**src/rtl/hog_frame_sched_if.sv**
```systemverilog
// ---------------------------------------------------------------------------
// hog_frame_sched_if
// Bus bundle between the HOG frame scheduler and its neighbours.
//   Pixel memory : mem_rd, mem_addr (scheduler -> memory), mem_rdata (memory -> scheduler)
//   HOG core in  : request (core -> scheduler), ready, i_data (scheduler -> core)
//   HOG core out : o_valid, fea (core -> scheduler)
//   Feature buf  : fea_wr, fea_waddr, fea_wdata (scheduler -> buffer)
// Modport master is the scheduler side; slave is the environment side.
// ---------------------------------------------------------------------------
interface hog_frame_sched_if #(
    parameter int PIX_W   = 8,
    parameter int FEA_W   = 12,
    parameter int ADDR_W  = 16,
    parameter int FADDR_W = 12
);
    logic                 mem_rd;
    logic [ADDR_W-1:0]    mem_addr;
    logic [4*PIX_W-1:0]   mem_rdata;
    logic                 request;
    logic                 ready;
    logic [4*PIX_W-1:0]   i_data;
    logic                 o_valid;
    logic [FEA_W-1:0]     fea;
    logic                 fea_wr;
    logic [FADDR_W-1:0]   fea_waddr;
    logic [FEA_W-1:0]     fea_wdata;

    modport master (
        output mem_rd, mem_addr, ready, i_data, fea_wr, fea_waddr, fea_wdata,
        input  mem_rdata, request, o_valid, fea
    );

    modport slave (
        input  mem_rd, mem_addr, ready, i_data, fea_wr, fea_waddr, fea_wdata,
        output mem_rdata, request, o_valid, fea
    );
endinterface

```
**src/rtl/hog_frame_sched.sv**
```systemverilog
// ---------------------------------------------------------------------------
// hog_frame_sched
// Frame-level controller for the HOG pipeline. On start it streams cfg_words
// 4-pixel words from a synchronous pixel memory into the HOG core (one word
// per core request), captures every feature the core emits into a feature
// buffer, and reports done / err.
// Ports:
//   clk, rst (sync, active-low)
//   start, abort          frame control
//   cfg_words/feas/tmo    frame configuration, sampled on accepted start
//   busy, done, err       status
//   bus (master)          pixel memory, HOG core and feature buffer signals
// ---------------------------------------------------------------------------
module hog_frame_sched #(
    parameter int PIX_W   = 8,
    parameter int FEA_I   = 4,
    parameter int FEA_F   = 8,
    parameter int ADDR_W  = 16,
    parameter int FADDR_W = 12,
    parameter int TO_W    = 16
) (
    input  logic                clk,
    input  logic                rst,
    input  logic                start,
    input  logic                abort,
    input  logic [ADDR_W-1:0]   cfg_words,
    input  logic [FADDR_W-1:0]  cfg_feas,
    input  logic [TO_W-1:0]     cfg_tmo,
    output logic                busy,
    output logic                done,
    output logic                err,
    hog_frame_sched_if.master   bus
);
    localparam int IN_W  = 4 * PIX_W;
    localparam int FEA_W = FEA_I + FEA_F;

    typedef enum logic [2:0] {
        S_IDLE, S_FETCH, S_READ, S_PUSH, S_DRAIN, S_DONE
    } state_t;

    state_t               r_state, w_state_next;
    logic [ADDR_W-1:0]    r_cfg_words, r_wcnt;
    logic [FADDR_W-1:0]   r_cfg_feas, r_fcnt, r_fea_waddr;
    logic [TO_W-1:0]      r_cfg_tmo, r_tcnt, w_tcnt_inc;
    logic [IN_W-1:0]      r_i_data;
    logic [FEA_W-1:0]     r_fea_wdata;
    logic                 r_ready, r_fea_wr, r_err;
    logic                 w_capture, w_timeout, w_last_word;

    assign w_tcnt_inc  = r_tcnt + TO_W'(1);
    assign w_last_word = (r_wcnt + ADDR_W'(1)) == r_cfg_words;

    // Features are accepted in every active streaming/draining state.
    assign w_capture = bus.o_valid && !abort &&
                       ((r_state == S_FETCH) || (r_state == S_READ) ||
                        (r_state == S_PUSH)  || (r_state == S_DRAIN));

    always_comb begin
        w_state_next = r_state;
        w_timeout    = 1'b0;
        case (r_state)
            S_IDLE:  if (start) w_state_next = (cfg_words == '0) ? S_DONE : S_FETCH;
            S_FETCH: if (bus.request) w_state_next = S_READ;
            S_READ:  w_state_next = S_PUSH;
            S_PUSH:  w_state_next = w_last_word ? S_DRAIN : S_FETCH;
            S_DRAIN: begin
                // All expected features wins over a simultaneous timeout.
                // The timeout counts the current idle cycle, so it fires once
                // cfg_tmo consecutive DRAIN cycles have passed without o_valid.
                if (r_fcnt == r_cfg_feas) begin
                    w_state_next = S_DONE;
                end else if (!bus.o_valid && (w_tcnt_inc == r_cfg_tmo)) begin
                    w_state_next = S_DONE;
                    w_timeout    = 1'b1;
                end
            end
            S_DONE:  w_state_next = S_IDLE;
            default: w_state_next = S_IDLE;
        endcase
        if (abort) begin
            w_state_next = S_IDLE;
            w_timeout    = 1'b0;
        end
    end

    always_ff @(posedge clk) begin
        if (!rst) begin
            r_state     <= S_IDLE;
            r_cfg_words <= '0;
            r_cfg_feas  <= '0;
            r_cfg_tmo   <= '0;
            r_wcnt      <= '0;
            r_fcnt      <= '0;
            r_tcnt      <= '0;
            r_i_data    <= '0;
            r_ready     <= 1'b0;
            r_fea_wr    <= 1'b0;
            r_fea_waddr <= '0;
            r_fea_wdata <= '0;
            r_err       <= 1'b0;
        end else begin
            r_state  <= w_state_next;
            r_ready  <= 1'b0;
            r_fea_wr <= w_capture;

            if (w_capture) begin
                r_fea_wdata <= bus.fea;
                r_fea_waddr <= r_fcnt;
                r_fcnt      <= r_fcnt + FADDR_W'(1);
            end

            // Idle-cycle counter only runs while draining.
            if ((r_state == S_DRAIN) && !bus.o_valid) begin
                r_tcnt <= w_tcnt_inc;
            end else begin
                r_tcnt <= '0;
            end

            if (!abort) begin
                case (r_state)
                    S_IDLE: if (start) begin
                        r_cfg_words <= cfg_words;
                        r_cfg_feas  <= cfg_feas;
                        r_cfg_tmo   <= cfg_tmo;
                        r_wcnt      <= '0;
                        r_fcnt      <= '0;
                        r_err       <= (cfg_words == '0);
                    end
                    S_READ: begin
                        r_i_data <= bus.mem_rdata;
                        r_ready  <= 1'b1;
                    end
                    S_PUSH:  r_wcnt <= r_wcnt + ADDR_W'(1);
                    S_DRAIN: if (w_timeout) r_err <= 1'b1;
                    default: ;
                endcase
            end
        end
    end

    assign bus.mem_rd    = (r_state == S_FETCH) && bus.request && !abort;
    assign bus.mem_addr  = r_wcnt;
    assign bus.ready     = r_ready;
    assign bus.i_data    = r_i_data;
    assign bus.fea_wr    = r_fea_wr;
    assign bus.fea_waddr = r_fea_waddr;
    assign bus.fea_wdata = r_fea_wdata;
    assign busy          = (r_state != S_IDLE);
    assign done          = (r_state == S_DONE);
    assign err           = r_err;
endmodule
```
**src/flat_wrapper.sv**
```systemverilog
// flat-port wrapper written by rule: the top's interface ports become plain ports
module hog_frame_sched_flat 
#(
    parameter int PIX_W   = 8,
    parameter int FEA_I   = 4,
    parameter int FEA_F   = 8,
    parameter int ADDR_W  = 16,
    parameter int FADDR_W = 12,
    parameter int TO_W    = 16
)
  (clk, rst, start, abort, cfg_words, cfg_feas, cfg_tmo, busy, done, err, bus_mem_rd, bus_mem_addr, bus_ready, bus_i_data, bus_fea_wr, bus_fea_waddr, bus_fea_wdata, bus_mem_rdata, bus_request, bus_o_valid, bus_fea);
  hog_frame_sched_if #(.PIX_W(PIX_W), .ADDR_W(ADDR_W), .FADDR_W(FADDR_W)) bus_i ();
  input  logic clk;
  input  logic rst;
  input  logic start;
  input  logic abort;
  input  logic [ADDR_W-1:0] cfg_words;
  input  logic [FADDR_W-1:0] cfg_feas;
  input  logic [TO_W-1:0] cfg_tmo;
  output logic busy;
  output logic done;
  output logic err;
  output wire logic [$bits(bus_i.mem_rd)-1:0] bus_mem_rd;
  output wire logic [$bits(bus_i.mem_addr)-1:0] bus_mem_addr;
  output wire logic [$bits(bus_i.ready)-1:0] bus_ready;
  output wire logic [$bits(bus_i.i_data)-1:0] bus_i_data;
  output wire logic [$bits(bus_i.fea_wr)-1:0] bus_fea_wr;
  output wire logic [$bits(bus_i.fea_waddr)-1:0] bus_fea_waddr;
  output wire logic [$bits(bus_i.fea_wdata)-1:0] bus_fea_wdata;
  input wire logic [$bits(bus_i.mem_rdata)-1:0] bus_mem_rdata;
  input wire logic [$bits(bus_i.request)-1:0] bus_request;
  input wire logic [$bits(bus_i.o_valid)-1:0] bus_o_valid;
  input wire logic [$bits(bus_i.fea)-1:0] bus_fea;
  assign bus_mem_rd = bus_i.mem_rd;
  assign bus_mem_addr = bus_i.mem_addr;
  assign bus_ready = bus_i.ready;
  assign bus_i_data = bus_i.i_data;
  assign bus_fea_wr = bus_i.fea_wr;
  assign bus_fea_waddr = bus_i.fea_waddr;
  assign bus_fea_wdata = bus_i.fea_wdata;
  assign bus_i.mem_rdata = bus_mem_rdata;
  assign bus_i.request = bus_request;
  assign bus_i.o_valid = bus_o_valid;
  assign bus_i.fea = bus_fea;
  hog_frame_sched #(.PIX_W(PIX_W), .FEA_I(FEA_I), .FEA_F(FEA_F), .ADDR_W(ADDR_W), .FADDR_W(FADDR_W), .TO_W(TO_W)) u_core (.clk(clk), .rst(rst), .start(start), .abort(abort), .cfg_words(cfg_words), .cfg_feas(cfg_feas), .cfg_tmo(cfg_tmo), .busy(busy), .done(done), .err(err), .bus(bus_i));
endmodule
```
**config.mk**
```make
export PLATFORM = sky130hd
export DESIGN_NAME = hog_frame_sched_flat
export DESIGN_NICKNAME = d
export VERILOG_FILES = /design/src/rtl/hog_frame_sched_if.sv /design/src/rtl/hog_frame_sched.sv /design/src/flat_wrapper.sv
export SDC_FILE = /design/constraint.sdc
export NUM_CORES = 1
export LEC_CHECK = 0
export BUFFER_PORTS_ARGS = -buffer_cell sky130_fd_sc_hd__buf_2
export CORE_MARGIN = 4
export CORE_UTILIZATION = 25
export DETAILED_ROUTE_END_ITERATION = 8
export PLACE_DENSITY = 0.47
export SLEW_MARGIN = 25
export SYNTH_ARGS = -nofsm -noshare
export SYNTH_HDL_FRONTEND = slang
export SYNTH_SLANG_ARGS = --single-unit
```
**constraint.sdc**
```tcl
create_clock -name clk -period 6.4 [get_ports clk]
set_input_delay 0.64 -clock clk [delete_from_list [all_inputs] [get_ports clk]]
set_output_delay 0.64 -clock clk [all_outputs]
set_load 0.01 [all_outputs]
```
==> results of run 1 <==
## synth_stat cells (2+ instances only)
cell and count:
xnor2_1 34, inv_1 7, dfxtp_1 150, nor3_1 13
o21ai_0 22, ha_1 3, and2_1 2, nor2b_1 15
o311ai_0 2, a22oi_1 2, and3_1 5, nand4_1 19
o21a_1 2, nand2_1 229, and4_1 3, a21oi_1 19
nor4b_1 2, xor2_1 36, a211oi_1 2, nand2b_1 4
buf_2 7, nor2_1 52, nand3_2 2, clkbuf_1 45
nor4_1 17, a31oi_1 3, nor2_2 2, or4_1 2
nor3b_1 3, a21boi_0 106, or3_1 7, nand3_1 20
nand3b_1 7, or2_2 3, buf_1 5
## cell type report
| type | instances | area [um^2] | area share |
|---|---|---|---|
| multi-input combinational | 661 | 3850 | 0.434 |
| sequential | 150 | 3000 | 0.338 |
| timing repair buffer | 176 | 896 | 0.101 |
| tap | 378 | 473 | 0.0533 |
| clock buffer | 18 | 439 | 0.0495 |
| clock inverter | 14 | 188 | 0.0211 |
| inverter | 7 | 26.3 | 0.00296 |
## how the worst max path moves through the flow
stage                            end
after floorplan           u_core.err
after global placement    u_core.err
after detailed placement  u_core.err
after CTS                 u_core.err
after global routing      u_core.err
final                     u_core.err
## cells by family (layout without fill, tap and decap cells)
| logic type | count (synthesis) | after routing | share of synthesized area |
|---|---|---|---|
| XOR/XNOR | 71 | 71 | 0.0887 |
| adder cells (fa/ha/maj) | 3 | 3 | 0.00529 |
| buffers and inverters | 66 | 215 | 0.0369 |
| flip-flops | 150 | 150 | 0.423 |
| AND/OR/NAND/NOR | 415 | 415 | 0.274 |
| multiplexers | 1 | 1 | 0.00141 |
| AO/OA/AOI/OAI | 171 | 171 | 0.170 |
## critical path, delay by kind of cell, from the launching register on
| kind | cells | cell delay [ns] |
|---|---|---|
| and+or+nand+nor | 5 | 1.54 |
| DFF | 1 | 0.48 |
| AOI/OAI and AO/OA | 2 | 0.36 |
| adders and majority gates | 1 | 0.28 |
| xor gates and xnor gates | 1 | 0.18 |
## layer usage
metal	vias up	wire (um)
met5	-	48
met3	18	1700
li1	3245	-
met1	2867	9980
met4	10	157
met2	162	9570
## per-stage QoR
| stage | worst slack (ns) | instance area, um^2 | std cells |
|---|---|---|---|
| 6_report | 3.44 | 8870 | 1404 |
| 5_1_grt | 3.19 | 8870 | 1404 |
| 4_1_cts | 3.41 | 8870 | 1404 |
| 3_5_place_dp | 3.42 | 8240 | 1372 |
| 3_3_place_gp | 3.48 | 8240 | 1372 |
| 2_1_floorplan | 3.72 | 7090 | 877 |
## power groups by stage
stage | Clock [uW] | Sequential [uW] | Combinational (uW)
2_1_floorplan | 0 | 983 | 76.2
3_3_place_gp | 0 | 986 | 137
3_5_place_dp | 0 | 986 | 137
4_1_cts | 1120 | 965 | 138
5_1_grt | 1150 | 967 | 151
6_report | 1080 | 964 | 134
## state kept, by name, indices dropped and copies added, names as in the netlist
signal and flops:
u_core.bus.mem_addr 16, u_core.err 1, u_core.bus.fea_waddr 12, u_core.bus.fea_wr 1
u_core.bus.ready 1, u_core.bus.fea_wdata 12, u_core.r_cfg_tmo 16, u_core.r_cfg_words 16
u_core.bus.i_data 32, u_core.r_cfg_feas 12, u_core.r_fcnt 12, u_core.r_state 3
u_core.r_tcnt 16
==> results_dict.tcl, run 1 <==
set metrics [dict create \
    synth-seq-cells 150 \
    fp.dieW_um 176 \
    layout.cells.most_common "nand2_1" \
    synth-edff-count 0 \
    htreeDepth 4 \
    n_antenna_cell 0 \
    yosys_most_used_dff "dfxtp_1" \
    arrival_ns 3.27 \
    syn_nets 974 \
    p_leak_uw 0.00342 \
    drive_gt1_frac 0.222 \
    cts-resized-gates 0 \
    start_util 0.255 \
    grt_use_met3 0.0516 \
    hold_viol_final 0 \
    numCtsBuffers 17 \
    avgViaCountPerCell 4.49 \
    antenna_left 0 \
    power_uw 2180 \
    netlist-cell-type-count 60 \
    synthCells 877 \
    ctsHoldBuffers 0 \
    core_mm2 0.0279 \
    skew_ns 0.0151 \
    min_period_ns 2.96 \
    worstPathMaxFanout 7 \
    ys_seq_area_frac 0.423 \
    max_slew_margin 0.451 \
    layout_common_cells "229 x nand2_1, 170 x buf_2, 150 x dfxtp_1" \
    busiest_layer "met2" \
    grt_pass1_wl_um 34500 \
    fp.dieH_um 176 \
    vias 6302 \
    rows 61 \
    cp-end-kind "flop" \
    startpoint "u_core.r_tcnt[0]" \
    maxCapViolCount 0 \
    hold_depth 3 \
    synth_area_mm2 0.00709 \
    finalSetupTns_ns 0 \
    boundaryPins 172 \
    antenna_found_initial 5 \
    dpl.hpwl_um 15100 \
    root_buffer "clkbuf_16" \
    holdWs_ns 0.459 \
    cp_slowest_cell "or4_4" \
    vdd_drop_max_v 0.000163 \
    min_period_over_period 0.462 \
    clock_path_buffers 2 \
    slew_viol_final 0 \
    port_buffers 171 \
    cp_cell_sequence "ha_1 -> nand3_2 -> nor3_1 -> xnor2_1 -> o221ai_1 -> or4_4 -> nor4b_4 -> nor2_1 -> o211a_1" \
    outcome "complete, no violations" \
    switching_share 0.243 \
    rr_worst_depth 9 \
    final_util 0.319 \
    start_kind "flop" \
    fillCellCount 3035 \
    area_growth_pct 25.1 \
    cts.sink_count 150 \
    clk_latency_ns 0.42 \
    p_clk_frac 0.495 \
    grt_start_max_net_pins 82 \
    use_met1 0.185 \
    first_pass_iters 4 \
    sequentialPowerShare 0.443 \
    crit_type "reg -> reg" \
    p_sw_uw 530 \
    cts_tree "done" \
    wl_per_cell_um 15.3 \
    hold_path_class "in -> reg" \
    wirelength_um 21400 \
    async_flop_share 0 \
    first_global_vias 6307 \
    drc 0 \
    reg2reg_slack_ns 3.44 \
    fin_nets 1110 \
    yosys_warnings 0 \
    yosysTopAreaCell "dfxtp_1" \
    whs_endpoint "u_core.r_cfg_tmo[13]" \
    use_met2 0.214 \
    max_stage_delay_ns 0.56 \
    r2r-end "u_core.err" \
    pwr-share-comb 0.062 \
    power_density_mw_per_mm2 245 \
    rsz0062_at_grt "no" \
    dr.first_iter.drc_count 337 \
    rr_startpoint "u_core.r_tcnt[0]" \
    tightestPinTransition_ns 0.822 \
    track_usage 0.138 \
    postCtsSetupBuffers 0 \
    clk_pin_slew_ns 0.07 \
    hold_start "cfg_tmo[13]" \
    synth.avg_cell_area_um2 8.09 \
    worstPathRequired_ns 6.71 \
    dieArea_mm2 0.0311 \
    max_freq_ghz 0.338 \
    gp_congestion 0.794 \
    internal_power_uw 1650 \
    setup_viol 0 \
    netlist_top_cells_area "dfxtp_1 42%, nand2_1 12%, a21boi_0 11%" \
    overflow 0 \
    synthDominantCellAreaShare 0.423 \
]
Power figures use the tool's default switching activity.
==> run 2, diff against run 1 <==
--- a/config.mk
+++ b/config.mk
@@ -9,7 +9,7 @@
 export CORE_MARGIN = 4
 export CORE_UTILIZATION = 25
 export DETAILED_ROUTE_END_ITERATION = 8
-export PLACE_DENSITY = 0.47
+export PLACE_DENSITY = 0.49
 export SLEW_MARGIN = 25
 export SYNTH_ARGS = -nofsm -noshare
 export SYNTH_HDL_FRONTEND = slang
==> constraint.sdc (replaced) <==
create_clock -name clk -period 2.61 [get_ports clk]
set_input_delay 0.261 -clock clk [delete_from_list [all_inputs] [get_ports clk]]
set_output_delay 0.261 -clock clk [all_outputs]
set_load 0.01 [all_outputs]
==> results_dict.tcl, run 2 (synthesis gave the netlist of run 1 again) <==
set metrics [dict create \
    maxCapViolCount 0 \
    fp.dieW_um 176 \
    hold_viol_final 0 \
    worstPathMaxFanout 3 \
    first_global_vias 6518 \
    overflow 0 \
    cp-end-kind "flop" \
    cts_tree "done" \
    root_buffer "clkbuf_16" \
    cp_slowest_cell "or4_1" \
    crit_family "simple AND/OR/NAND/NOR gates" \
    min_period_ns 2.67 \
    start_util 0.255 \
    power_density_mw_per_mm2 585 \
    layout_common_cells "229 x nand2_1, 170 x buf_2, 146 x dfxtp_1" \
    arrival_ns 2.98 \
    dr.first_iter.drc_count 242 \
    slew_viol_final 0 \
    layout.cells.most_common "nand2_1" \
    dieArea_mm2 0.0311 \
    postCtsSetupBuffers 0 \
    first_pass_iters 5 \
    grt_start_max_net_pins 50 \
    antenna_left 0 \
    crit_buf_inv 0 \
    largest_register_ff_count 32 \
    rows 61 \
    grt_pass1_wl_um 34700 \
    max_stage_delay_ns 0.53 \
    cp_cell_sequence "ha_4 -> and3_4 -> a211oi_2 -> a21oi_1 -> or4_1 -> or4_4 -> nor4b_4 -> nor2_1 -> o211a_1" \
    violations "negative setup slack" \
    port_buffers 171 \
    clock_path_buffers 2 \
    tightestPinTransition_ns 0.970 \
    outcome "finished with violations" \
    worstPathRequired_ns 2.92 \
    clk_pin_slew_ns 0.06 \
    htreeDepth 4 \
    power_uw 5450 \
    finalSetupTns_ns -0.0582 \
    max_slew_margin 0.353 \
    p_leak_uw 0.00368 \
    max_freq_ghz 0.375 \
    min_period_over_period 1.02 \
    fin_nets 1158 \
    fin_area_mm2 0.00931 \
    path_depth 9 \
    cts.sink_count 150 \
    dpl.hpwl_um 15500 \
    crit_type "reg -> reg" \
    hold_depth 3 \
    skew_ns 0.0124 \
    vdd_drop_max_v 0.000333 \
    hold_path_class "in -> reg" \
    ctsHoldBuffers 0 \
    start_kind "flop" \
    clk_latency_ns 0.42 \
    wirelength_um 21500 \
    place_area_mm2 0.00862 \
    core_mm2 0.0279 \
    drive_gt1_frac 0.264 \
    rsz0062_at_grt "yes" \
    track_usage 0.139 \
    vias 6518 \
    fp.dieH_um 176 \
    avgViaCountPerCell 4.49 \
    numCtsBuffers 17 \
    holdWs_ns 0.0819 \
    setup_viol 1 \
    setup_ws_ns -0.0582 \
    drc 0 \
    area_growth_pct 31.3 \
    antenna_found_initial 4 \
    rr_worst_depth 9 \
    boundaryPins 172 \
    gp_congestion 0.888 \
    wl_per_cell_um 14.8 \
]
## run 2: changes by cell type in the layout (fill, tap and decap cells not counted), moves of 2 or more
cell       change
inv_6          -4
dfxtp_1        -4
clkinv_2       +2
dfxtp_2        +4
clkinv_4       -2
bufinv_16      +2
nor4_1         -2
buf_4         +47
nor4_2         +2
## run 2: final timing paths
| kind | from | to | slack [ns] |
|---|---|---|---|
| setup / recovery | u_core.r_tcnt[0] | u_core.err | -0.06 |
| hold / removal | bus_mem_rdata[2] | u_core.bus.i_data[2] | 0.08 |
| setup reg to reg | u_core.r_tcnt[0] | u_core.err | -0.06 |
| hold reg to reg | u_core.bus.i_data[0] | u_core.bus.i_data[0] | 0.46 |
## run 2: final cells by class
cell class | instances | area (um^2)
tap | 378 | 473
inverter | 7 | 26.3
sequential | 150 | 3010
antenna | 1 | 2.50
multi-input combinational | 661 | 3890
fill | 2983 | 18500
clock buffer | 19 | 443
clock inverter | 12 | 201
timing repair buffer | 224 | 1270
## run 2: metal layers
metal / wire (um) / GRT usage / vias to the layer above
met1: 9920 / 0.178 / 2974
li1: - / - / 3337
met2: 9620 / 0.223 / 179
met5: 30 / 0 / -
met4: 246 / 0.0377 / 6
met3: 1720 / 0.0497 / 22
## run 2: worst register-to-register path: stages (launching register included)
cell and delay (ns):
dfxtp_2 0.33, ha_4 0.17, and3_4 0.19, a211oi_2 0.24, a21oi_1 0.06, or4_1 0.53
or4_4 0.47, nor4b_4 0.29, nor2_1 0.06, o211a_1 0.22
## run 2: report_power, final
group	internal [uW]	switching, uW
Sequential	2330	35.9
Combinational	158	183
Clock	1720	1020
## run 2: timing repair
item	CTS	global route
resized for setup	5	4
cloned	0	0
pin swaps	1	0
setup endpoints to repair	2	2
## run 2: metrics by stage
stage                     cells  setup slack, ns   util
final                      1452          -0.0582  0.334
after global routing       1452           -0.141  0.334
after CTS                  1451          -0.0199  0.333
after detailed placement   1420          -0.0681  0.309
after global placement     1420          -0.0469  0.309
after floorplan             877          0.00289      -
==> run 3, diff against run 2 <==
--- a/config.mk
+++ b/config.mk
@@ -10,7 +10,7 @@
 export CORE_UTILIZATION = 25
 export DETAILED_ROUTE_END_ITERATION = 8
 export PLACE_DENSITY = 0.49
-export SLEW_MARGIN = 25
+export SLEW_MARGIN = 40
 export SYNTH_ARGS = -nofsm -noshare
 export SYNTH_HDL_FRONTEND = slang
 export SYNTH_SLANG_ARGS = --single-unit
==> constraint.sdc (replaced) <==
create_clock -name clk -period 2.61 [get_ports clk]
set_input_delay 0.783 -clock clk [delete_from_list [all_inputs] [get_ports clk]]
set_output_delay 0.783 -clock clk [all_outputs]
set_load 0.01 [all_outputs]
==> results_dict.tcl, run 3 (synthesis gave the netlist of run 1 again) <==
set metrics [dict create \
    setup_viol 0 \
    root_buffer "clkbuf_16" \
    finalNonFillerCells 1461 \
    vdd_drop_max_v 0.000340 \
    min_period_ns 2.57 \
    place_inst 1427 \
    gp_congestion 0.831 \
    overflow 0 \
    cts_tree "done" \
    tightestPinTransition_ns 0.614 \
    dpl.hpwl_um 15700 \
    dr.first_iter.drc_count 308 \
    cts.sink_count 150 \
    wirelength_um 21400 \
    max_freq_ghz 0.389 \
    place_area_mm2 0.00870 \
    wl_per_cell_um 14.7 \
    drive_gt1_frac 0.272 \
    place_worst_setup_slack_ns -0.200 \
    antenna_left 0 \
    first_global_vias 6537 \
    arrival_ns 2.89 \
    ctsHoldBuffers 0 \
    layout.cells.most_common "nand2_1" \
    layout_common_cells "229 x nand2_1, 170 x buf_2, 147 x dfxtp_1" \
    maxCapViolCount 0 \
    area_growth_pct 31.6 \
    worstPathMaxFanout 3 \
    fp.dieH_um 176 \
    start_kind "flop" \
    fp.dieW_um 176 \
    skew_ns 0.0153 \
    boundaryPins 172 \
    max_slew_margin 0.580 \
    clock_path_buffers 2 \
    htreeDepth 4 \
    slew_viol_final 0 \
    core_mm2 0.0279 \
    rsz0062_at_grt "yes" \
    final_util 0.335 \
    drc 0 \
    numCtsBuffers 17 \
    vias 6556 \
    grt_start_max_net_pins 51 \
    hold_viol_final 0 \
    rows 61 \
    largest_register_ff_count 32 \
    track_usage 0.139 \
    grt_pass1_wl_um 34700 \
    outcome "complete, no violations" \
    dieArea_mm2 0.0311 \
    start_util 0.255 \
    min_period_over_period 0.986 \
    reg2reg_slack_ns 0.04 \
    p_leak_uw 0.00370 \
    first_pass_iters 4 \
    setup_ws_ns 0.0377 \
    port_buffers 171 \
    antenna_found_initial 4 \
    holdWs_ns 0.457 \
    postCtsSetupBuffers 0 \
    worstPathRequired_ns 2.93 \
    hold_path_class "reg -> reg" \
    clk_latency_ns 0.43 \
    crit_type "reg -> reg" \
    fin_nets 1165 \
    power_density_mw_per_mm2 553 \
    fin_area_mm2 0.00934 \
    cp-end-kind "flop" \
    avgViaCountPerCell 4.49 \
    clk_pin_slew_ns 0.07 \
]
==> run 3: cell types whose count changed in the layout (fill, tap and decap cells not counted), sizes merged <==
cell      previous run  this run
clkinv               4         5
clkbuf              19        18
diode                1         2
bufinv               5         1
buf                224       231
inv                  8        14
clkinvlp             2         1
==> run 3: final cells by class <==
class	count	area, um^2
Antenna cell	2	5.00
Tap cell	378	473
Inverter	7	26.3
Multi-Input combinational cell	661	3900
Clock inverter	14	138
Sequential cell	150	3010
Timing Repair Buffer	231	1350
Fill cell	3014	18500
Clock buffer	18	439
==> run 3: timing repair <==
action | 4_1_cts | 5_1_grt
pin swaps | 2 | 1
endpoints found under the setup margin | 2 | 3
resized for setup | 3 | 9
==> run 3: worst paths after layout <==
check	from	end	cells after the start
max	u_core.r_tcnt[0]	u_core.err	9
min	u_core.bus.fea_wdata[2]	u_core.bus.fea_wdata[2]	2
max reg2reg	u_core.r_tcnt[0]	u_core.err	9
min reg2reg	u_core.bus.fea_wdata[2]	u_core.bus.fea_wdata[2]	2
==> run 3: power breakdown <==
group          internal, uW  switching (uW)  total [uW]
clock network          1360            1080        2440
logic                   165             186         351
registers              2330            34.0        2360
==> run 3: per-stage QoR <==
step	TNS (ns)	total power, uW
3_5_place_dp	-0.323	2770
6_report	0	5160
4_1_cts	0	5260
2_1_floorplan	0	2600
5_1_grt	-0.0931	5400
3_3_place_gp	-0.334	2770
==> run 3: routing by layer <==
metal	GRT usage	wire, um
met5	0	40
met4	0.0345	193
met3	0.0533	1830
met2	0.216	9460
met1	0.184	9900
==> run 3: worst max-delay path: stages, from the launching register on <==
cell	delay [ns]
dfxtp_2	0.34
ha_4	0.17
and3_4	0.19
xnor2_2	0.14
xnor2_1	0.12
or4_1	0.52
or4_4	0.47
nor4b_4	0.24
nor2_1	0.07
o211a_1	0.22
